`src/rtl/video_timing_gen.sv`:
```
// Raster timing generator for the arcade board recreations.
//
// A clock-enable divider produces one pixel step every CLK_DIV master
// clocks. The horizontal and vertical counters move only on those steps,
// and all decoded timing (blanking, syncs, line/frame markers) is
// registered from the *next* counter values. Every registered output
// therefore lines up with the hcnt/vcnt shown in the same cycle.
//
// The interrupt latch sets at the start of line VINT_LINE and clears
// on int_ack. A set and an ack in the same clock resolve to "set", so
// an interrupt can never be lost.
//
// Every output flop has an asynchronous reset, so all outputs fall back
// to their idle values as soon as rst rises, even in the middle of a frame.
module video_timing_gen #(
    parameter int CLK_DIV      = 4,
    parameter int HW           = 9,
    parameter int VW           = 9,
    parameter int H_TOTAL      = 384,
    parameter int H_ACTIVE     = 256,
    parameter int H_SYNC_START = 288,
    parameter int H_SYNC_LEN   = 32,
    parameter int V_TOTAL      = 264,
    parameter int V_ACTIVE     = 224,
    parameter int V_SYNC_START = 240,
    parameter int V_SYNC_LEN   = 8,
    parameter int VINT_LINE    = 224,
    parameter int SYNC_NEG     = 1
) (
    input  logic          clk,
    input  logic          rst,
    input  logic          int_ack,
    output logic          pix_ce,
    output logic [HW-1:0] hcnt,
    output logic [VW-1:0] vcnt,
    output logic          hblank,
    output logic          vblank,
    output logic          n_hsync,
    output logic          n_vsync,
    output logic          n_csync,
    output logic          line_start,
    output logic          frame_start,
    output logic          n_irq
);

    // ------------------------------------------------------------------
    // Derived constants
    // ------------------------------------------------------------------
    localparam int            DW       = (CLK_DIV > 1) ? $clog2(CLK_DIV) : 1;
    localparam logic [DW-1:0] DIV_LAST = DW'(CLK_DIV - 1);
    localparam logic [HW-1:0] H_LAST   = HW'(H_TOTAL - 1);
    localparam logic [VW-1:0] V_LAST   = VW'(V_TOTAL - 1);
    localparam logic [VW-1:0] V_INT    = VW'(VINT_LINE);
    localparam logic          SYNC_INV = (SYNC_NEG != 0);

    // ------------------------------------------------------------------
    // Configuration checks. A bad geometry stops elaboration instead of
    // quietly producing a broken raster.
    // ------------------------------------------------------------------
    if (CLK_DIV < 1) begin : g_bad_clk_div
        $error("video_timing_gen: CLK_DIV must be at least 1");
    end
    if (H_TOTAL < 2 || longint'(H_TOTAL) > (longint'(1) << HW)) begin : g_bad_h_total
        $error("video_timing_gen: HW cannot hold H_TOTAL-1");
    end
    if (V_TOTAL < 2 || longint'(V_TOTAL) > (longint'(1) << VW)) begin : g_bad_v_total
        $error("video_timing_gen: VW cannot hold V_TOTAL-1");
    end
    if (H_ACTIVE < 1 || H_ACTIVE > H_TOTAL) begin : g_bad_h_active
        $error("video_timing_gen: H_ACTIVE out of range");
    end
    if (V_ACTIVE < 1 || V_ACTIVE > V_TOTAL) begin : g_bad_v_active
        $error("video_timing_gen: V_ACTIVE out of range");
    end
    if (H_SYNC_START < 0 || H_SYNC_LEN < 1 || H_SYNC_START + H_SYNC_LEN > H_TOTAL) begin : g_bad_h_sync
        $error("video_timing_gen: horizontal sync window must lie inside the line");
    end
    if (V_SYNC_START < 0 || V_SYNC_LEN < 1 || V_SYNC_START + V_SYNC_LEN > V_TOTAL) begin : g_bad_v_sync
        $error("video_timing_gen: vertical sync window must lie inside the frame");
    end
    if (VINT_LINE < 0 || VINT_LINE >= V_TOTAL) begin : g_bad_vint
        $error("video_timing_gen: VINT_LINE must be a reachable line");
    end

    // ------------------------------------------------------------------
    // State
    // ------------------------------------------------------------------
    logic [DW-1:0] div_q,         div_d;
    logic          pix_ce_q,      pix_ce_d;
    logic [HW-1:0] hcnt_q,        hcnt_d;
    logic [VW-1:0] vcnt_q,        vcnt_d;
    logic          hblank_q,      hblank_d;
    logic          vblank_q,      vblank_d;
    logic          hsync_q,       hsync_d;
    logic          vsync_q,       vsync_d;
    logic          csync_q,       csync_d;
    logic          line_start_q,  line_start_d;
    logic          frame_start_q, frame_start_d;
    logic          irq_q,         irq_d;

    logic          step;       // divider wraps this clock: a pixel step
    logic          irq_set;    // this step starts the interrupt line
    logic [31:0]   h_next;     // next hcnt widened for window compares
    logic [31:0]   v_next;     // next vcnt widened for window compares

    // Divider: counts 0..CLK_DIV-1; the wrap marks a pixel step
    always_comb begin
        step  = (div_q == DIV_LAST);
        div_d = div_q + 1'b1;
        if (step) begin
            div_d = '0;
        end
        pix_ce_d = step;
    end

    // Raster counters: hcnt wraps at H_TOTAL-1 and carries into vcnt
    always_comb begin
        hcnt_d = hcnt_q;
        vcnt_d = vcnt_q;
        if (step) begin
            if (hcnt_q == H_LAST) begin
                hcnt_d = '0;
                if (vcnt_q == V_LAST) begin
                    vcnt_d = '0;
                end else begin
                    vcnt_d = vcnt_q + 1'b1;
                end
            end else begin
                hcnt_d = hcnt_q + 1'b1;
            end
        end
    end

    // Timing decode from the next counter values so outputs align with hcnt/vcnt
    always_comb begin
        h_next        = 32'(hcnt_d);
        v_next        = 32'(vcnt_d);
        hblank_d      = (h_next >= H_ACTIVE);
        vblank_d      = (v_next >= V_ACTIVE);
        hsync_d       = (h_next >= H_SYNC_START) && (h_next < H_SYNC_START + H_SYNC_LEN);
        vsync_d       = (v_next >= V_SYNC_START) && (v_next < V_SYNC_START + V_SYNC_LEN);
        csync_d       = hsync_d | vsync_d;
        line_start_d  = step && (hcnt_d == '0);
        frame_start_d = line_start_d && (vcnt_d == '0);
    end

    // Interrupt latch: set beats acknowledge when both land on the same clock
    always_comb begin
        irq_set = line_start_d && (vcnt_d == V_INT);
        irq_d   = irq_q;
        if (irq_set) begin
            irq_d = 1'b1;
        end else if (int_ack) begin
            irq_d = 1'b0;
        end
    end

    // State registers, all cleared asynchronously to their idle values
    always_ff @(posedge clk or posedge rst) begin
        if (rst) begin
            div_q         <= '0;
            pix_ce_q      <= 1'b0;
            hcnt_q        <= '0;
            vcnt_q        <= '0;
            hblank_q      <= 1'b0;
            vblank_q      <= 1'b0;
            hsync_q       <= 1'b0;
            vsync_q       <= 1'b0;
            csync_q       <= 1'b0;
            line_start_q  <= 1'b0;
            frame_start_q <= 1'b0;
            irq_q         <= 1'b0;
        end else begin
            div_q         <= div_d;
            pix_ce_q      <= pix_ce_d;
            hcnt_q        <= hcnt_d;
            vcnt_q        <= vcnt_d;
            hblank_q      <= hblank_d;
            vblank_q      <= vblank_d;
            hsync_q       <= hsync_d;
            vsync_q       <= vsync_d;
            csync_q       <= csync_d;
            line_start_q  <= line_start_d;
            frame_start_q <= frame_start_d;
            irq_q         <= irq_d;
        end
    end

    // ------------------------------------------------------------------
    // Outputs. Syncs are held active-high internally and only the pins
    // take the board polarity; the IRQ pin is always active-low.
    // ------------------------------------------------------------------
    assign pix_ce      = pix_ce_q;
    assign hcnt        = hcnt_q;
    assign vcnt        = vcnt_q;
    assign hblank      = hblank_q;
    assign vblank      = vblank_q;
    assign n_hsync     = hsync_q ^ SYNC_INV;
    assign n_vsync     = vsync_q ^ SYNC_INV;
    assign n_csync     = csync_q ^ SYNC_INV;
    assign line_start  = line_start_q;
    assign frame_start = frame_start_q;
    assign n_irq       = ~irq_q;

endmodule

```
`config.mk`:
```
export PLATFORM = sky130hd
export DESIGN_NAME = video_timing_gen
export DESIGN_NICKNAME = d
export VERILOG_FILES = /design/src/rtl/video_timing_gen.sv
export SDC_FILE = /design/constraint.sdc
export NUM_CORES = 1
export LEC_CHECK = 0
export ABC_AREA = 1
export CAP_MARGIN = 20
export CORE_MARGIN = 2
export CORE_UTILIZATION = 35
export CTS_CLUSTER_DIAMETER = 120
export CTS_CLUSTER_SIZE = 14
export DETAILED_ROUTE_END_ITERATION = 10
export DONT_BUFFER_PORTS = 1
export PLACE_DENSITY = 0.46
export REMOVE_ABC_BUFFERS = 1
export SYNTH_ARGS = -nofsm -noshare
export SYNTH_HDL_FRONTEND = slang
export SYNTH_SLANG_ARGS = --single-unit
```
`constraint.sdc`:
```
create_clock -name clk -period 2.16 [get_ports clk]
set_clock_uncertainty 0.2 [all_clocks]
set_input_delay 0.216 -clock clk [delete_from_list [all_inputs] [get_ports clk]]
set_output_delay 0.216 -clock clk [all_outputs]
set_load 0.02 [all_outputs]
```
==> results of run 1 <==
-- registers in the layout (all words and copies together) (netlist names) --
register,cells
vcnt,9
pix_ce,1
vblank,1
vsync_q,1
csync_q,1
hsync_q,1
frame_start,1
irq_q,1
div_q,2
hblank,1
hcnt,8
line_start,1
-- synthesized netlist by cell type --
cell type / count
buf_4: 1
buf_6: 1
dfrtp_1: 28
ha_1: 3
inv_1: 34
inv_2: 3
nand2_1: 52
nand2_2: 1
nand3_1: 20
nand3_2: 2
nand4_1: 4
nor2_1: 27
nor2_2: 3
nor2_4: 1
nor2_8: 1
o21ai_0: 6
o21ai_1: 2
o21bai_1: 1
or2_2: 3
xor2_4: 1
-- path summary, 6_finish.rpt --
path	slack [ns]	endpoint	startpoint
setup / recovery	0.18	irq_q	hcnt[1]
hold / removal	0.24	hsync_q	rst
setup reg to reg	0.18	irq_q	hcnt[1]
hold reg to reg	0.24	div_q[0]	div_q[0]
max in group asynchronous	1.25	vcnt[1]	rst
min in group clk	0.24	div_q[0]	div_q[0]
-- cells by family (layout without fill, tap and decap cells) --
group,after synthesis,after routing,share of synthesized area (%)
buffers and inverters,39,68,10.6
AOI/OAI and AO/OA,9,9,3.20
adders and majority gates,3,3,2.52
and+or+nand+nor,114,115,34.7
xor gates and xnor gates,1,1,1.85
DFF,28,28,47.1
-- metal layers --
layer / vias up / global-route usage (%)
met4: 0 / 5.88
met3: 8 / 2.91
li1: 657 / -
met2: 31 / 24.8
met1: 609 / 19.8
met5: - / 0
-- per-stage QoR --
step,cells,hold WS (ns),worst slack (ns)
2_1_floorplan,192,0.0814,0.154
3_5_place_dp,264,0.00920,0.0310
3_3_place_gp,264,-0.00115,0.107
4_1_cts,270,0.237,0.00394
5_1_grt,274,0.274,-0.000556
6_report,274,0.236,0.181
-- placed cells by master (no fill, tap or decap), types with 4 or more instances in the layout --
cell type,count
nand2_1,52
nand4_1,4
nor2_1,21
clkbuf_8,4
dfrtp_1,28
nand3_1,18
inv_1,34
nor2_2,7
nand3_2,4
buf_4,25
o21ai_0,5
-- what timing repair did --
action | 4_1_cts | 5_1_grt
endpoints found under the hold margin | 29 | 0
gates resized for setup | 0 | 14
setup endpoints to repair | 0 | 5
hold buffers | 2 | 0
buffers inserted | 0 | 3
-- power by group through the flow --
stage / Clock [mW] / Combinational (mW) / Sequential (mW)
final: 0.331 / 0.0144 / 0.524
after global routing: 0.367 / 0.0170 / 0.524
after CTS: 0.345 / 0.0158 / 0.524
after detailed placement: 0 / 0.0131 / 0.534
after global placement: 0 / 0.0124 / 0.534
after floorplan: 0 / 0.00777 / 0.534
-- final cells by class --
class / count / area, µm² / share of cell area (%)
clock buffers: 4 / 55.1 / 2.98
flip-flops and latches: 28 / 701 / 38.0
inverters: 37 / 139 / 7.53
multi-input cells: 128 / 681 / 36.9
repair buffers: 27 / 208 / 11.3
well taps: 50 / 62.6 / 3.39
-- critical path: stages (launching register included) --
cell	delay (ns)
dfrtp_1	0.37
ha_2	0.19
nand2_1	0.10
nor2_4	0.18
buf_4	0.14
nand3_2	0.10
nor2_2	0.13
o21ai_0	0.09
nand2_1	0.10
nand2_1	0.07
nor2_2	0.10
nand3_1	0.07
nand2_1	0.08
==> impl_metrics.toml, run 1 <==
[routing]
top_layer = "met4"
drt_iter0_markers = 49
wl_met1_mm = 1.58
drcViolationCount = 0
vias = 1305
vias_per_cell = 4.76
ant_nets = 0
totalWireLength_mm = 3.52
wl_met2_mm = 1.70
wl_per_cell_um = 12.8
dr_wl_met3_um = 145
drt_pass1_iterations = 4

[synth]
postSynthCellCount = 194
yosysTopAreaCellShare_pct = 47.1
synth_cell_types = 20
synth_area_um2 = 1490
synth_area_per_cell_um2 = 7.67
yosys-top-cells-area = "dfrtp_1, nand2_1, inv_1, nor2_1, nand3_1"
ys_seq_area_share_pct = 47.1
ys_ff_latch = 28
yosysWarnings = 0
yosys.area.top_type = "dfrtp_1"

[sta]
timing.fmax_ghz = 0.505
finalCriticalPeriod_ns = 1.98
drv_slew = 0
min_period_over_period_pct = 91.6
slew_headroom_pct = 75.4
final.setup.tns_ns = 0
tightest_slew_ns = 0.368
finalSetupViolCount = 0
finalHoldViolCount = 0

[floorplanning]
start_util_pct = 36.7
die-height_um = 69.2
io_pins = 30
core_um2 = 4060
dieArea_um2 = 4790
rows = 23
die_w_um = 69.2

[setup_path]
endpoint_kind = "register"
cp_max_fo = 4
critPathArrivalTime_ns = 2.00
worstSetupPathType = "register to register"
cp-start-kind = "register"
reg2reg_depth = 12
required_ns = 2.18

[placement]
io_buffers = 0
gp_congestion = 0.767
hpwl_mm = 2.67
post_dp_cell_area_um2 = 1700

[cts]
cts_root_buf = "clkbuf_8"
clk_pin_slew_worst_paths_ns = 0.10
numCtsBuffers = 3
clkSinkCount = 28
clockBufferDepth = 2
cts_tree = "yes"
htreeDepth = 1
worstSkewPairLatency_ns = 0.28

[run]
drv_cap = 0

[global_route]
grt_max_degree = 29
grt_pass1_wl_mm = 5.91
antenna_found_initial = 0
grtUsageTotal_pct = 15.2
gr-total-overflow = 0
grt_pass1_vias = 1270

[worst_hold_path]
hold_class = "input pin to async pin"

[cells_and_area]
area.growth.synth_to_final_pct = 24.1
utilization_pct = 45.5
nNetsFinal = 231
num-fill-cells = 419
diodes = 0
layout-drive-gt1-share_pct = 24.6
final_cell_area_um2 = 1850

[outcome]
status = "finished, final reports clean"

[power]
swShare_pct = 20.5
pwr-share-comb_pct = 1.7
leakagePower_nw = 1.05
power_mw = 0.869
seqPwrFrac_pct = 60.3
p_sw_mw = 0.178
powerDensity_nw_per_um2 = 471
pwr-share-clk_pct = 38.1
p_int_mw = 0.691
peakVddDrop_mv = 0.240
Power figures use the tool's default switching activity.
==> run 2: changes to the inputs <==
--- a/config.mk
+++ b/config.mk
@@ -14,6 +14,7 @@
 export DETAILED_ROUTE_END_ITERATION = 10
 export DONT_BUFFER_PORTS = 1
 export PLACE_DENSITY = 0.46
+export RECOVER_POWER = 100
 export REMOVE_ABC_BUFFERS = 1
 export SYNTH_ARGS = -nofsm -noshare
 export SYNTH_HDL_FRONTEND = slang
==> impl_metrics.toml, run 2 (synthesis gave the netlist of run 1 again) <==
[outcome]
status = "finished, final reports clean"

[setup_path]
crit_buf_inv = 1
cp_top_family = "simple AND/OR/NAND/NOR gates"
reg2reg_depth = 12
r2r_slack_ns = 0.19
cpPeakStageDelay_ns = 0.37
cpMostUsedCell = "nand2_1"
cp_max_fo = 4
required_ns = 2.18
cp_slowest_cell = "dfrtp_1"
cp-start-kind = "register"
crit_cells = 12
critPathArrivalTime_ns = 1.99
endpoint_kind = "register"
path_cells = "ha_2 -> nand2_1 -> nor2_4 -> buf_4 -> nand3_2 -> nor2_2 -> o21ai_0 -> nand2_1 -> nand2_1 -> nor2_2 -> nand3_1 -> nand2_1"
worstSetupPathType = "register to register"

[cts]
worstSkewPairLatency_ns = 0.28
clk_pin_slew_worst_paths_ns = 0.10
numCtsBuffers = 3
cts_root_buf = "clkbuf_8"
htreeDepth = 1
cts_tree = "yes"
clkSinkCount = 28
clockBufferDepth = 2

[routing]
drcViolationCount = 0
drt_iter0_markers = 59
totalWireLength_mm = 3.51
wl_per_cell_um = 12.8
drt_pass1_iterations = 4
vias = 1313
ant_nets = 0
vias_per_cell = 4.79

[sta]
finalCriticalPeriod_ns = 1.97
final.setup.tns_ns = 0
finalSetupViolCount = 0
drv_slew = 0
min_period_over_period_pct = 91.4
hold_slack_ns = 0.240
finalHoldViolCount = 0
tightest_slew_ns = 0.712
timing.fmax_ghz = 0.506
finalWorstSetupSlack_ns = 0.185
slew_headroom_pct = 52.6

[worst_hold_path]
hold_class = "register to register"
holdPathStages = 1

[power]
peakVddDrop_mv = 0.237
leakagePower_nw = 1.00
power_mw = 0.864
powerDensity_nw_per_um2 = 481

[global_route]
grtUsageTotal_pct = 15.2
gr-total-overflow = 0
grt_pass1_wl_mm = 5.91
antenna_found_initial = 0
grt_max_degree = 29
grt_pass1_vias = 1270

[cells_and_area]
final_cell_area_um2 = 1800
final_cell_mix = "nand2_1, inv_1, dfrtp_1, nor2_1, nand3_1"
diodes = 0
area.growth.synth_to_final_pct = 20.9
layout-drive-gt1-share_pct = 19.2
largest_register_ffs = 9
final_common_cell = "nand2_1"
utilization_pct = 44.3
num-fill-cells = 430
fin_cells = 274
nNetsFinal = 231

[placement]
gp_congestion = 0.767
dp.cells = 264
hpwl_mm = 2.67
post-place-ws_ns = 0.0310
io_buffers = 0
post_dp_cell_area_um2 = 1700

[floorplanning]
core_um2 = 4060
io_pins = 30
start_util_pct = 36.7
dieArea_um2 = 4790
die-height_um = 69.2
rows = 23
die_w_um = 69.2

[run]
drv_cap = 0
[run 2: cell types whose count changed in the layout (fill, tap and decap cells not counted), sizes merged]
cell,before,now
buf,25,11
clkbuf,4,18
[run 2: report_power, final]
| part | switching [mW] | leakage [nW] | internal, mW |
|---|---|---|---|
| sequential | 0.0000000000000000349 | 0.377 | 0.524 |
| combinational | 0.0107 | 0.598 | 0.00310 |
| clock | 0.163 | 0.0288 | 0.163 |
[run 2: layout make-up]
| class | instances | area (µm²) | share of cell area (%) |
|---|---|---|---|
| sequential | 28 | 701 | 39.0 |
| multi-input combinational | 128 | 681 | 37.9 |
| timing repair buffer | 27 | 160 | 8.91 |
| inverter | 37 | 139 | 7.72 |
| tap | 50 | 62.6 | 3.48 |
| clock buffer | 4 | 55.1 | 3.06 |
[run 2: repair_timing]
action / 4_1_cts / 5_1_grt
endpoints found under the setup margin: 0 / 5
buffers inserted: 0 / 3
resized for setup: 0 / 14
endpoints found under the hold margin: 29 / 0
hold buffers: 2 / 0
[run 2: per-layer routing]
metal	global-route usage (%)	wire (µm)
met5	0	0
met4	5.88	87
met1	19.8	1560
met3	2.91	146
met2	24.8	1720
[run 2: final timing paths]
path / startpoint / endpoint
min in group asynchronous: rst / hsync_q
worst min-delay path: div_q[0] / div_q[0]
max in group asynchronous: rst / hcnt[0]
worst min register to register: div_q[0] / div_q[0]
worst max-delay path: hcnt[1] / irq_q
worst max register to register: hcnt[1] / irq_q
[run 2: worst register-to-register path: stages (launching register included)]
cell and delay [ns]:
dfrtp_1 0.37, ha_2 0.19, nand2_1 0.10, nor2_4 0.18
buf_4 0.14, nand3_2 0.10, nor2_2 0.13, o21ai_0 0.10
nand2_1 0.10, nand2_1 0.07, nor2_2 0.10, nand3_1 0.07
nand2_1 0.08
==> run 3: changes to the inputs <==
--- a/config.mk
+++ b/config.mk
@@ -8,12 +8,12 @@
 export ABC_AREA = 1
 export CAP_MARGIN = 20
 export CORE_MARGIN = 2
-export CORE_UTILIZATION = 35
+export CORE_UTILIZATION = 47
 export CTS_CLUSTER_DIAMETER = 120
 export CTS_CLUSTER_SIZE = 14
 export DETAILED_ROUTE_END_ITERATION = 10
 export DONT_BUFFER_PORTS = 1
-export PLACE_DENSITY = 0.46
+export PLACE_DENSITY = 0.59
 export RECOVER_POWER = 100
 export REMOVE_ABC_BUFFERS = 1
 export SYNTH_ARGS = -nofsm -noshare
==> impl_metrics.toml, run 3 (synthesis gave the netlist of run 1 again) <==
[floorplanning]
start_util_pct = 49.1
rows = 20
die-height_um = 60.3
core_um2 = 3030
dieArea_um2 = 3630
die_w_um = 60.3
io_pins = 30

[cts]
htreeDepth = 1
worstSkewPairLatency_ns = 0.33
clockBufferDepth = 2
clk_pin_slew_worst_paths_ns = 0.15
clkSinkCount = 28
cts_root_buf = "clkbuf_4"
cts_tree = "yes"
numCtsBuffers = 3

[worst_hold_path]
whs_endpoint = "div_q[0]"
hp-start = "div_q[0]"
holdPathStages = 1
hold_class = "register to register"

[setup_path]
r2r_slack_ns = 0.16
cp-start-kind = "register"
r2r-end = "csync_q"
reg2reg_depth = 10
critPathArrivalTime_ns = 2.07
cp_max_fo = 6
endpoint_kind = "register"
r2r_start = "hcnt[0]"
required_ns = 2.23
worstSetupPathType = "register to register"

[routing]
drt_iter0_markers = 84
wl_per_cell_um = 12.2
vias = 1270
drt_pass1_iterations = 6
vias_per_cell = 4.85
ant_nets = 0
totalWireLength_mm = 3.20
drcViolationCount = 0

[cells_and_area]
nNetsFinal = 225
utilization_pct = 56.3
diodes = 0
final_cell_mix = "nand2_1, inv_1, dfrtp_1, nor2_1, nand3_1"
largest_register_ffs = 9
fin_cells = 262
final_common_cell = "nand2_1"
area.growth.synth_to_final_pct = 14.6
layout-drive-gt1-share_pct = 14.7
final_cell_area_um2 = 1710

[sta]
hold_slack_ns = 0.245
min_period_over_period_pct = 92.5
drv_slew = 0
finalWorstSetupSlack_ns = 0.162
finalCriticalPeriod_ns = 2.00
finalHoldViolCount = 0
tightest_slew_ns = 0.701
finalSetupViolCount = 0
timing.fmax_ghz = 0.500
slew_headroom_pct = 53.2
final.setup.tns_ns = 0

[power]
power_mw = 0.802
p_int_mw = 0.631
pwr-share-comb_pct = 1.7
peakVddDrop_mv = 0.311
swShare_pct = 21.3
pwr-share-clk_pct = 32.9
p_sw_mw = 0.171
powerDensity_nw_per_um2 = 470
seqPwrFrac_pct = 65.4
leakagePower_nw = 0.965

[global_route]
grt_pass1_vias = 1204
gr-total-overflow = 0
grtUsageTotal_pct = 19.0
grt_pass1_wl_mm = 5.15
grt_max_degree = 29
antenna_found_initial = 0

[placement]
post_dp_cell_area_um2 = 1650
dp.cells = 253
post-place-ws_ns = 0.0694
io_buffers = 0
hpwl_mm = 2.39
gp_congestion = 0.914

[run]
drv_cap = 0

[outcome]
status = "finished, final reports clean"
run 3: power by group through the flow:
| stage | clock network [mW] | registers, mW | logic, mW |
|---|---|---|---|
| 4_1_cts | 0.266 | 0.524 | 0.0154 |
| 2_1_floorplan | 0 | 0.534 | 0.00777 |
| 3_3_place_gp | 0 | 0.534 | 0.0122 |
| 5_1_grt | 0.285 | 0.525 | 0.0162 |
| 3_5_place_dp | 0 | 0.534 | 0.0127 |
| 6_report | 0.264 | 0.524 | 0.0136 |
run 3: worst max-delay path by stage:
stage	start	end
floorplan	hcnt[0]	irq_q
global placement	div_q[0]	frame_start
detailed placement	div_q[0]	irq_q
CTS	div_q[0]	irq_q
global route	hcnt[0]	irq_q
finish	hcnt[0]	csync_q
run 3: routing by layer:
metal,global-route usage (%),part of all wire [%],vias to the layer above
met2,31.7,48,28
li1,-,-,640
met4,6.98,0.97,0
met3,3.03,4.9,4
met1,24.7,46,598
met5,0,0,-
run 3: worst max-delay path, stage by stage, from the launching register on:
cell	delay [ns]
dfrtp_1	0.39
ha_1	0.21
nand2_2	0.10
nor2_4	0.23
nand2_4	0.15
nor2_1	0.16
or2_2	0.14
nand2_1	0.06
inv_1	0.08
nand3_2	0.09
o21ai_1	0.14
run 3: area by class of cell:
cell class / instances / area (µm²)
Clock buffer: 4 / 36.3
Fill cell: 305 / 1320
Inverter: 37 / 141
Multi-Input combinational cell: 128 / 653
Sequential cell: 28 / 701
Tap cell: 44 / 55.1
Timing Repair Buffer: 21 / 119
run 3: what timing repair did:
| item | CTS | global route |
|---|---|---|
| setup endpoints to repair | 0 | 5 |
| endpoints found under the hold margin | 29 | 0 |
| gates resized for setup | 0 | 7 |
| hold buffers | 2 | 0 |
| buffers inserted | 0 | 2 |
